`src/rtl/l1d_evict_data_collect_pkg.sv`:
```
// L1D evict-path shared widths and payload packing helpers.
// Imported by the evict data collector, its line buffer and its interface.
package l1d_package;

  localparam int L1D_OFFSET_WIDTH = 3;
  localparam int L1D_TAG_WIDTH    = 20;
  localparam int L1D_INDEX_WIDTH  = 6;
  localparam int L1D_DATA_WIDTH   = 64;
  localparam int L1D_LINE_WIDTH   = (1 << L1D_OFFSET_WIDTH) * L1D_DATA_WIDTH;

  typedef struct packed {
    logic [L1D_DATA_WIDTH-1:0]   data;
    logic [L1D_OFFSET_WIDTH-1:0] offset;
    logic                        last;
    logic [L1D_TAG_WIDTH-1:0]    tag;
    logic [L1D_INDEX_WIDTH-1:0]  index;
  } l1d_evict_rsp_pld_t;

  typedef struct packed {
    logic [L1D_TAG_WIDTH-1:0]   tag;
    logic [L1D_INDEX_WIDTH-1:0] index;
    logic [L1D_LINE_WIDTH-1:0]  data;
  } l1d_wb_req_pld_t;

  function automatic l1d_evict_rsp_pld_t pack_l1d_evict_rsp_pld(
    input logic [L1D_DATA_WIDTH-1:0]   data,
    input logic [L1D_OFFSET_WIDTH-1:0] offset,
    input logic                        last,
    input logic [L1D_TAG_WIDTH-1:0]    tag,
    input logic [L1D_INDEX_WIDTH-1:0]  index
  );
    l1d_evict_rsp_pld_t p;
    p.data   = data;
    p.offset = offset;
    p.last   = last;
    p.tag    = tag;
    p.index  = index;
    return p;
  endfunction

  function automatic l1d_wb_req_pld_t pack_l1d_wb_req_pld(
    input logic [L1D_TAG_WIDTH-1:0]   tag,
    input logic [L1D_INDEX_WIDTH-1:0] index,
    input logic [L1D_LINE_WIDTH-1:0]  data
  );
    l1d_wb_req_pld_t p;
    p.tag   = tag;
    p.index = index;
    p.data  = data;
    return p;
  endfunction

endpackage

```
`src/rtl/l1d_evict_data_collect_if.sv`:
```
// Evict read-beat input and writeback-request output bundle of the collector.
interface l1d_evict_data_collect_if import l1d_package::*; #(
  parameter int DATA_WIDTH   = L1D_DATA_WIDTH,
  parameter int OFFSET_WIDTH = L1D_OFFSET_WIDTH,
  parameter int TAG_WIDTH    = L1D_TAG_WIDTH,
  parameter int INDEX_WIDTH  = L1D_INDEX_WIDTH
);
  localparam int BEATS = 1 << OFFSET_WIDTH;

  logic                          evict_rsp_vld;
  logic [DATA_WIDTH-1:0]         evict_rsp_data;
  logic [OFFSET_WIDTH-1:0]       evict_rsp_offset;
  logic                          evict_rsp_last;
  logic [TAG_WIDTH-1:0]          evict_rsp_tag;
  logic [INDEX_WIDTH-1:0]        evict_rsp_index;
  logic                          downstream_evict_rdy;
  logic                          wb_req_vld;
  logic                          wb_req_rdy;
  logic [TAG_WIDTH-1:0]          wb_req_tag;
  logic [INDEX_WIDTH-1:0]        wb_req_index;
  logic [BEATS*DATA_WIDTH-1:0]   wb_req_data;
  logic                          proto_err;

  modport master (
    output evict_rsp_vld, evict_rsp_data, evict_rsp_offset, evict_rsp_last,
           evict_rsp_tag, evict_rsp_index, wb_req_rdy,
    input  downstream_evict_rdy, wb_req_vld, wb_req_tag, wb_req_index,
           wb_req_data, proto_err
  );

  modport slave (
    input  evict_rsp_vld, evict_rsp_data, evict_rsp_offset, evict_rsp_last,
           evict_rsp_tag, evict_rsp_index, wb_req_rdy,
    output downstream_evict_rdy, wb_req_vld, wb_req_tag, wb_req_index,
           wb_req_data, proto_err
  );
endinterface

```
`src/rtl/l1d_evict_line_buf.sv`:
```
// DEPTH-entry line store: per-beat writes into the entry at wr_ptr, whole-line read at rd_ptr.
// Data and headers are not reset; only the pointers are.
module l1d_evict_line_buf #(
  parameter int DEPTH        = 2,
  parameter int OFFSET_WIDTH = 3,
  parameter int DATA_WIDTH   = 64,
  parameter int TAG_WIDTH    = 20,
  parameter int INDEX_WIDTH  = 6
) (
  input  logic                                   clk,
  input  logic                                   rst_n,
  input  logic                                   wr_en_i,
  input  logic [OFFSET_WIDTH-1:0]                wr_off_i,
  input  logic [DATA_WIDTH-1:0]                  wr_data_i,
  input  logic                                   hdr_we_i,
  input  logic [TAG_WIDTH-1:0]                   hdr_tag_i,
  input  logic [INDEX_WIDTH-1:0]                 hdr_index_i,
  input  logic                                   wr_adv_i,
  input  logic                                   rd_adv_i,
  output logic [TAG_WIDTH-1:0]                   rd_tag_o,
  output logic [INDEX_WIDTH-1:0]                 rd_index_o,
  output logic [(1<<OFFSET_WIDTH)*DATA_WIDTH-1:0] rd_data_o
);
  localparam int BEATS = 1 << OFFSET_WIDTH;
  localparam int PTR_W = (DEPTH > 1) ? $clog2(DEPTH) : 1;
  localparam logic [PTR_W-1:0] PTR_ONE = PTR_W'(1);

  logic [DATA_WIDTH-1:0]  data_q  [DEPTH][BEATS];
  logic [TAG_WIDTH-1:0]   tag_q   [DEPTH];
  logic [INDEX_WIDTH-1:0] index_q [DEPTH];
  logic [PTR_W-1:0]       wr_ptr_q, wr_ptr_d;
  logic [PTR_W-1:0]       rd_ptr_q, rd_ptr_d;

  // Power-of-two depth wraps naturally; a single entry pins the pointer at 0.
  always_comb begin
    wr_ptr_d = wr_ptr_q;
    rd_ptr_d = rd_ptr_q;
    if (wr_adv_i) wr_ptr_d = (DEPTH == 1) ? '0 : wr_ptr_q + PTR_ONE;
    if (rd_adv_i) rd_ptr_d = (DEPTH == 1) ? '0 : rd_ptr_q + PTR_ONE;
  end

  always_ff @(posedge clk or negedge rst_n) begin
    if (!rst_n) begin
      wr_ptr_q <= '0;
      rd_ptr_q <= '0;
    end else begin
      wr_ptr_q <= wr_ptr_d;
      rd_ptr_q <= rd_ptr_d;
    end
  end

  always_ff @(posedge clk) begin
    if (wr_en_i) data_q[wr_ptr_q][wr_off_i] <= wr_data_i;
    if (hdr_we_i) begin
      tag_q[wr_ptr_q]   <= hdr_tag_i;
      index_q[wr_ptr_q] <= hdr_index_i;
    end
  end

  assign rd_tag_o   = tag_q[rd_ptr_q];
  assign rd_index_o = index_q[rd_ptr_q];

  for (genvar k = 0; k < BEATS; k++) begin : g_rd
    assign rd_data_o[k*DATA_WIDTH +: DATA_WIDTH] = data_q[rd_ptr_q][k];
  end
endmodule

```
`src/rtl/l1d_evict_data_collect.sv`:
```
// Collects offset-addressed evict read beats into whole lines and queues them as writeback requests.
// Line appears on wb_req one cycle after its last beat; beats are refused only between lines when the queue is full.
module l1d_evict_data_collect import l1d_package::*; #(
  parameter int DATA_WIDTH   = L1D_DATA_WIDTH,
  parameter int OFFSET_WIDTH = L1D_OFFSET_WIDTH,
  parameter int TAG_WIDTH    = L1D_TAG_WIDTH,
  parameter int INDEX_WIDTH  = L1D_INDEX_WIDTH,
  parameter int BUF_DEPTH    = 2
) (
  input logic                     clk,
  input logic                     rst_n,
  l1d_evict_data_collect_if.slave io
);
  localparam int BEATS = 1 << OFFSET_WIDTH;
  localparam int CNT_W = $clog2(BUF_DEPTH + 1);
  localparam logic [0:0] ST_IDLE = 1'b0;
  localparam logic [0:0] ST_FILL = 1'b1;
  localparam logic [CNT_W-1:0]      CNT_FULL = CNT_W'(BUF_DEPTH);
  localparam logic [CNT_W-1:0]      CNT_ONE  = CNT_W'(1);
  localparam logic [OFFSET_WIDTH:0] BCNT_ONE = (OFFSET_WIDTH+1)'(1);
  localparam logic [OFFSET_WIDTH:0] BCNT_ALL = (OFFSET_WIDTH+1)'(BEATS);

  logic [0:0]              state_q, state_d;
  logic [CNT_W-1:0]        count_q, count_d;
  logic [OFFSET_WIDTH:0]   beat_cnt_q, beat_cnt_d;
  logic                    proto_err_q, proto_err_d;
  logic                    rdy, beat_acc, line_done, wb_hs;
  l1d_evict_rsp_pld_t      rsp;
  l1d_wb_req_pld_t         wb;
  logic [TAG_WIDTH-1:0]    rd_tag;
  logic [INDEX_WIDTH-1:0]  rd_index;
  logic [BEATS*DATA_WIDTH-1:0] rd_data;

  assign rsp = pack_l1d_evict_rsp_pld(io.evict_rsp_data, io.evict_rsp_offset,
                                      io.evict_rsp_last, io.evict_rsp_tag, io.evict_rsp_index);

  // Mid-line beats are always accepted: a line is only started when a slot is free.
  assign rdy       = (state_q == ST_FILL) || (count_q < CNT_FULL);
  assign beat_acc  = io.evict_rsp_vld && rdy;
  assign line_done = beat_acc && rsp.last;
  assign wb_hs     = (count_q != '0) && io.wb_req_rdy;

  always_comb begin
    state_d     = state_q;
    beat_cnt_d  = beat_cnt_q;
    proto_err_d = io.evict_rsp_vld && !rdy;
    if (beat_acc) begin
      if (rsp.last) begin
        proto_err_d = (beat_cnt_q + BCNT_ONE) != BCNT_ALL;
        beat_cnt_d  = '0;
        state_d     = ST_IDLE;
      end else begin
        beat_cnt_d  = beat_cnt_q + BCNT_ONE;
        state_d     = ST_FILL;
      end
    end
    count_d = count_q + (line_done ? CNT_ONE : '0) - (wb_hs ? CNT_ONE : '0);
  end

  always_ff @(posedge clk or negedge rst_n) begin
    if (!rst_n) begin
      state_q     <= ST_IDLE;
      count_q     <= '0;
      beat_cnt_q  <= '0;
      proto_err_q <= 1'b0;
    end else begin
      state_q     <= state_d;
      count_q     <= count_d;
      beat_cnt_q  <= beat_cnt_d;
      proto_err_q <= proto_err_d;
    end
  end

  l1d_evict_line_buf #(
    .DEPTH        (BUF_DEPTH),
    .OFFSET_WIDTH (OFFSET_WIDTH),
    .DATA_WIDTH   (DATA_WIDTH),
    .TAG_WIDTH    (TAG_WIDTH),
    .INDEX_WIDTH  (INDEX_WIDTH)
  ) u_buf (
    .clk         (clk),
    .rst_n       (rst_n),
    .wr_en_i     (beat_acc),
    .wr_off_i    (rsp.offset),
    .wr_data_i   (rsp.data),
    .hdr_we_i    (beat_acc && (state_q == ST_IDLE)),
    .hdr_tag_i   (rsp.tag),
    .hdr_index_i (rsp.index),
    .wr_adv_i    (line_done),
    .rd_adv_i    (wb_hs),
    .rd_tag_o    (rd_tag),
    .rd_index_o  (rd_index),
    .rd_data_o   (rd_data)
  );

  assign wb = pack_l1d_wb_req_pld(rd_tag, rd_index, rd_data);

  assign io.downstream_evict_rdy = rdy;
  assign io.wb_req_vld           = (count_q != '0);
  assign io.wb_req_tag           = wb.tag;
  assign io.wb_req_index         = wb.index;
  assign io.wb_req_data          = wb.data;
  assign io.proto_err            = proto_err_q;
endmodule

```
`src/flat_wrapper.sv`:
```
// flat-port wrapper written by rule: the top's interface ports become plain ports
module l1d_evict_data_collect_flat import l1d_package::*;
#(
  parameter int DATA_WIDTH   = L1D_DATA_WIDTH,
  parameter int OFFSET_WIDTH = L1D_OFFSET_WIDTH,
  parameter int TAG_WIDTH    = L1D_TAG_WIDTH,
  parameter int INDEX_WIDTH  = L1D_INDEX_WIDTH,
  parameter int BUF_DEPTH    = 2
)
  (clk, rst_n, io_evict_rsp_vld, io_evict_rsp_data, io_evict_rsp_offset, io_evict_rsp_last, io_evict_rsp_tag, io_evict_rsp_index, io_wb_req_rdy, io_downstream_evict_rdy, io_wb_req_vld, io_wb_req_tag, io_wb_req_index, io_wb_req_data, io_proto_err);
  l1d_evict_data_collect_if #(.DATA_WIDTH(DATA_WIDTH), .OFFSET_WIDTH(OFFSET_WIDTH), .TAG_WIDTH(TAG_WIDTH), .INDEX_WIDTH(INDEX_WIDTH)) io_i ();
  input logic clk;
  input logic rst_n;
  input wire logic [$bits(io_i.evict_rsp_vld)-1:0] io_evict_rsp_vld;
  input wire logic [$bits(io_i.evict_rsp_data)-1:0] io_evict_rsp_data;
  input wire logic [$bits(io_i.evict_rsp_offset)-1:0] io_evict_rsp_offset;
  input wire logic [$bits(io_i.evict_rsp_last)-1:0] io_evict_rsp_last;
  input wire logic [$bits(io_i.evict_rsp_tag)-1:0] io_evict_rsp_tag;
  input wire logic [$bits(io_i.evict_rsp_index)-1:0] io_evict_rsp_index;
  input wire logic [$bits(io_i.wb_req_rdy)-1:0] io_wb_req_rdy;
  output wire logic [$bits(io_i.downstream_evict_rdy)-1:0] io_downstream_evict_rdy;
  output wire logic [$bits(io_i.wb_req_vld)-1:0] io_wb_req_vld;
  output wire logic [$bits(io_i.wb_req_tag)-1:0] io_wb_req_tag;
  output wire logic [$bits(io_i.wb_req_index)-1:0] io_wb_req_index;
  output wire logic [$bits(io_i.wb_req_data)-1:0] io_wb_req_data;
  output wire logic [$bits(io_i.proto_err)-1:0] io_proto_err;
  assign io_i.evict_rsp_vld = io_evict_rsp_vld;
  assign io_i.evict_rsp_data = io_evict_rsp_data;
  assign io_i.evict_rsp_offset = io_evict_rsp_offset;
  assign io_i.evict_rsp_last = io_evict_rsp_last;
  assign io_i.evict_rsp_tag = io_evict_rsp_tag;
  assign io_i.evict_rsp_index = io_evict_rsp_index;
  assign io_i.wb_req_rdy = io_wb_req_rdy;
  assign io_downstream_evict_rdy = io_i.downstream_evict_rdy;
  assign io_wb_req_vld = io_i.wb_req_vld;
  assign io_wb_req_tag = io_i.wb_req_tag;
  assign io_wb_req_index = io_i.wb_req_index;
  assign io_wb_req_data = io_i.wb_req_data;
  assign io_proto_err = io_i.proto_err;
  l1d_evict_data_collect #(.DATA_WIDTH(DATA_WIDTH), .OFFSET_WIDTH(OFFSET_WIDTH), .TAG_WIDTH(TAG_WIDTH), .INDEX_WIDTH(INDEX_WIDTH), .BUF_DEPTH(BUF_DEPTH)) u_core (.clk(clk), .rst_n(rst_n), .io(io_i));
endmodule
```
`config.mk`:
```
export PLATFORM = sky130hd
export DESIGN_NAME = l1d_evict_data_collect_flat
export DESIGN_NICKNAME = d
export VERILOG_FILES = /design/src/rtl/l1d_evict_data_collect_pkg.sv /design/src/rtl/l1d_evict_data_collect_if.sv /design/src/rtl/l1d_evict_line_buf.sv /design/src/rtl/l1d_evict_data_collect.sv /design/src/flat_wrapper.sv
export SDC_FILE = /design/constraint.sdc
export NUM_CORES = 1
export LEC_CHECK = 0
export CAP_MARGIN = 20
export CORE_ASPECT_RATIO = 1.75
export CORE_MARGIN = 5
export CORE_UTILIZATION = 55
export CTS_BUF_LIST = sky130_fd_sc_hd__clkbuf_8
export DETAILED_ROUTE_END_ITERATION = 6
export PLACE_DENSITY = 0.82
export REMOVE_ABC_BUFFERS = 1
export SYNTH_ARGS = -nofsm -noshare
export SYNTH_HDL_FRONTEND = slang
export SYNTH_SLANG_ARGS = --single-unit
```
`constraint.sdc`:
```
create_clock -name clk -period 8.4 [get_ports clk]
set_input_delay 1.26 -clock clk [delete_from_list [all_inputs] [get_ports clk]]
set_output_delay 1.26 -clock clk [all_outputs]
set_load 0.05 [all_outputs]
```
==> metrics.txt <==
reg2reg end=u_core.u_buf.data_q[0][427]$_DFFE_PP_; first-pass GRT wire length=142000 um; Avg Synthesized Cell Area=22.7 um^2; CTS sink count=1086; layout cells sized above 1=between 20% and 30%; total gr overflow=0; setup ws final=3.18 ns; drt initial violations=1458; crit end category=output pin; share of async-settable or async-resettable flops after synthesis=0.921%; Post-synth top flop=edfxtp_1; endpoints failing setup=0; wire per inst=28.5 um; GPL Wtd Cong=0.821; fin crit share=62.1%; Starting Density=55.4%; worst skew pair latency=0.76 ns; pre-CTS setup slack=3.73 ns; DR pass1 iterations=6; Syn. warnings=0; Die Span Y=366 um; H-tree depth=4; num rows=130; WHS=approximately 0.54 ns; achievable frequency=0.192 GHz; clk slew on worst S/H paths=0.06 ns; GRT Overall Usage=25.3%; number of global-route vias before repair=21200; count of different cell masters after synthesis=32; DRC Markers=0; hold endpoint=u_core.count_q[1]$_DFF_PN0_; minimum clock period=~5.2 ns; Worst Hold Class=flop to flop; post-CTS resize count=0; DIE WIDTH=213 um; worst hold start=u_core.count_q[1]$_DFF_PN0_; port buffer count=638; Final ANT Viol Nets=0; total CTS buffers=between 100 and 150; post-synthesis sequential area ratio=82.0%; via count=~20000; TritonCTS clock tree=built; antenna violations before repair=1; final hold violations=0; Ports=639; clock buffer depth=3; Yosys reg bits=1086; Data arrival, critical path=3.96 ns; non-filler cells, final=3552; Nets=between 2000 and 3000; Vias/cell=5.61; Area Overhead vs Synth=25.8%; Peak VDD IR=around 0.29 mV; cells after synthesis=1751; Mapped Area=approximately 40000 um^2; Post-synth EDFFs=1076; kind of critical path=flop to output pin; post-CTS setup buffers=0; Slew Limit Fails=0; hold depth=1; R2R depth=4; most frequent cells in the layout=edfxtp_1 (1076), clkdlybuf4s50_1 (638), mux2_2 (540); Pwr Density=~340 nW/um^2; CTS root buf=clkbuf_8; Worst slew margin=30.7%; critical path peak fanout=73; full die area=77900 um^2; RSZ-0062 raised after global routing=no; core area=71700 um^2; clock skew=0.0228 ns; Critical Path Source Type=flop; dpl hpwl=60800 um; Req. time, crit path=7.14 ns; Reg2Reg Setup Slack=between 4 and 5 ns; worst r2r src=u_core.state_q$_DFFE_PN0N_; Max Cap Violations=0; static leakage=approximately 0.016 uW; Hold-fix buffers, CTS=0; placed insts=3282; commonest non-fill, non-tap cell in the layout=edfxtp_1; aggregate routed wire length=101000 um; status=completed; largest net degree at the start of global routing=139; worst slew pin tran=1.04 ns
area by class of cell:
cell class | instances | area [um^2]
diodes | 4 | 10.0
clock buffers | 151 | 2080
clock inverters | 113 | 823
fillers | 4265 | 21800
inverters | 5 | 18.8
multi-input cells | 597 | 6580
flip-flops and latches | 1086 | 32600
well taps | 924 | 1160
repair buffers | 672 | 6730
power breakdown:
| part | switching, uW | internal (uW) |
|---|---|---|
| sequential | 132 | 6210 |
| combinational | 4280 | 2280 |
| clock | 1890 | 2050 |
| total | 6300 | 10500 |
cells by family (layout without fill, tap and decap cells):
logic type,count (synthesis),count (layout),share of synthesized area [%]
buf+inv,68,941,1.77
simple gates,39,39,0.548
compound gates,10,10,0.189
mux,540,540,15.3
fa+ha+maj,4,4,0.126
flops,1086,1086,82.0
other cells,0,4,0
xor+xnor,4,4,0.0882
Yosys cell counts, types with 2 or more instances:
library cell | n | share of area, %
buf_6 | 59 | 1.7
a21boi_0 | 2 | 0.038
edfxtp_1 | 1076 | 81
a21oi_1 | 2 | 0.025
xnor2_1 | 2 | 0.044
dfrtp_1 | 10 | 0.63
nor3b_1 | 3 | 0.057
xor2_1 | 2 | 0.044
and3_1 | 2 | 0.031
ha_1 | 4 | 0.13
nand4b_1 | 2 | 0.044
nor2_1 | 14 | 0.13
buf_2 | 4 | 0.050
inv_1 | 5 | 0.047
mux2_2 | 540 | 15
nor3_1 | 2 | 0.025
nand2b_1 | 3 | 0.047
or2_2 | 2 | 0.031
nor4_1 | 4 | 0.063
registers in the layout, summed over array words and instances (netlist names):
signal	cells
u_core.beat_cnt_q	4
u_core.count_q	2
u_core.io.proto_err	1
u_core.state_q	1
u_core.u_buf.data_q	1024
u_core.u_buf.index_q	12
u_core.u_buf.rd_ptr_q	1
u_core.u_buf.tag_q	40
u_core.u_buf.wr_ptr_q	1
how the worst max path moves through the flow:
stage                                      start                                    to  slack, ns  depth (start not counted)
5_1_grt        u_core.u_buf.rd_ptr_q$_DFFE_PN0P_                   io_wb_req_data[435]       3.03                          3
2_1_floorplan  u_core.u_buf.rd_ptr_q$_DFFE_PN0P_                     io_wb_req_data[0]      -5.85                          1
3_3_place_gp                    io_evict_rsp_vld  u_core.u_buf.data_q[1][62]$_DFFE_PP_       3.82                          4
4_1_cts        u_core.u_buf.rd_ptr_q$_DFFE_PN0P_                   io_wb_req_data[435]       3.10                          3
3_5_place_dp                    io_evict_rsp_vld  u_core.u_buf.data_q[1][35]$_DFFE_PP_       3.73                          4
6_report       u_core.u_buf.rd_ptr_q$_DFFE_PN0P_                   io_wb_req_data[435]       3.18                          3
per-layer routing:
layer	GRT usage, %	up-vias	wire (um)
li1	-	8530	-
met5	0	-	0
met1	29.4	10300	35700
met4	11.2	0	4200
met3	7.80	179	9300
met2	43.4	945	52200
worst max-delay path: stages, from the launching register on:
cell             delay, ns
dfrtp_4               1.03
buf_4                 0.85
mux2_2                0.43
clkdlybuf4s50_1       0.73
stage by stage:
step           total power, uW  utilization [%]  setup TNS, ns  instance area [um^2]
6_report                 16800             69.7              0                 50000
5_1_grt                  17400             69.6              0                 50000
3_3_place_gp             12900             65.5              0                 47000
3_5_place_dp             13000             65.5              0                 47000
4_1_cts                  17000             69.6              0                 49900
2_1_floorplan            10200                -       -3151.07                 39000
Power figures use the tool's default switching activity.
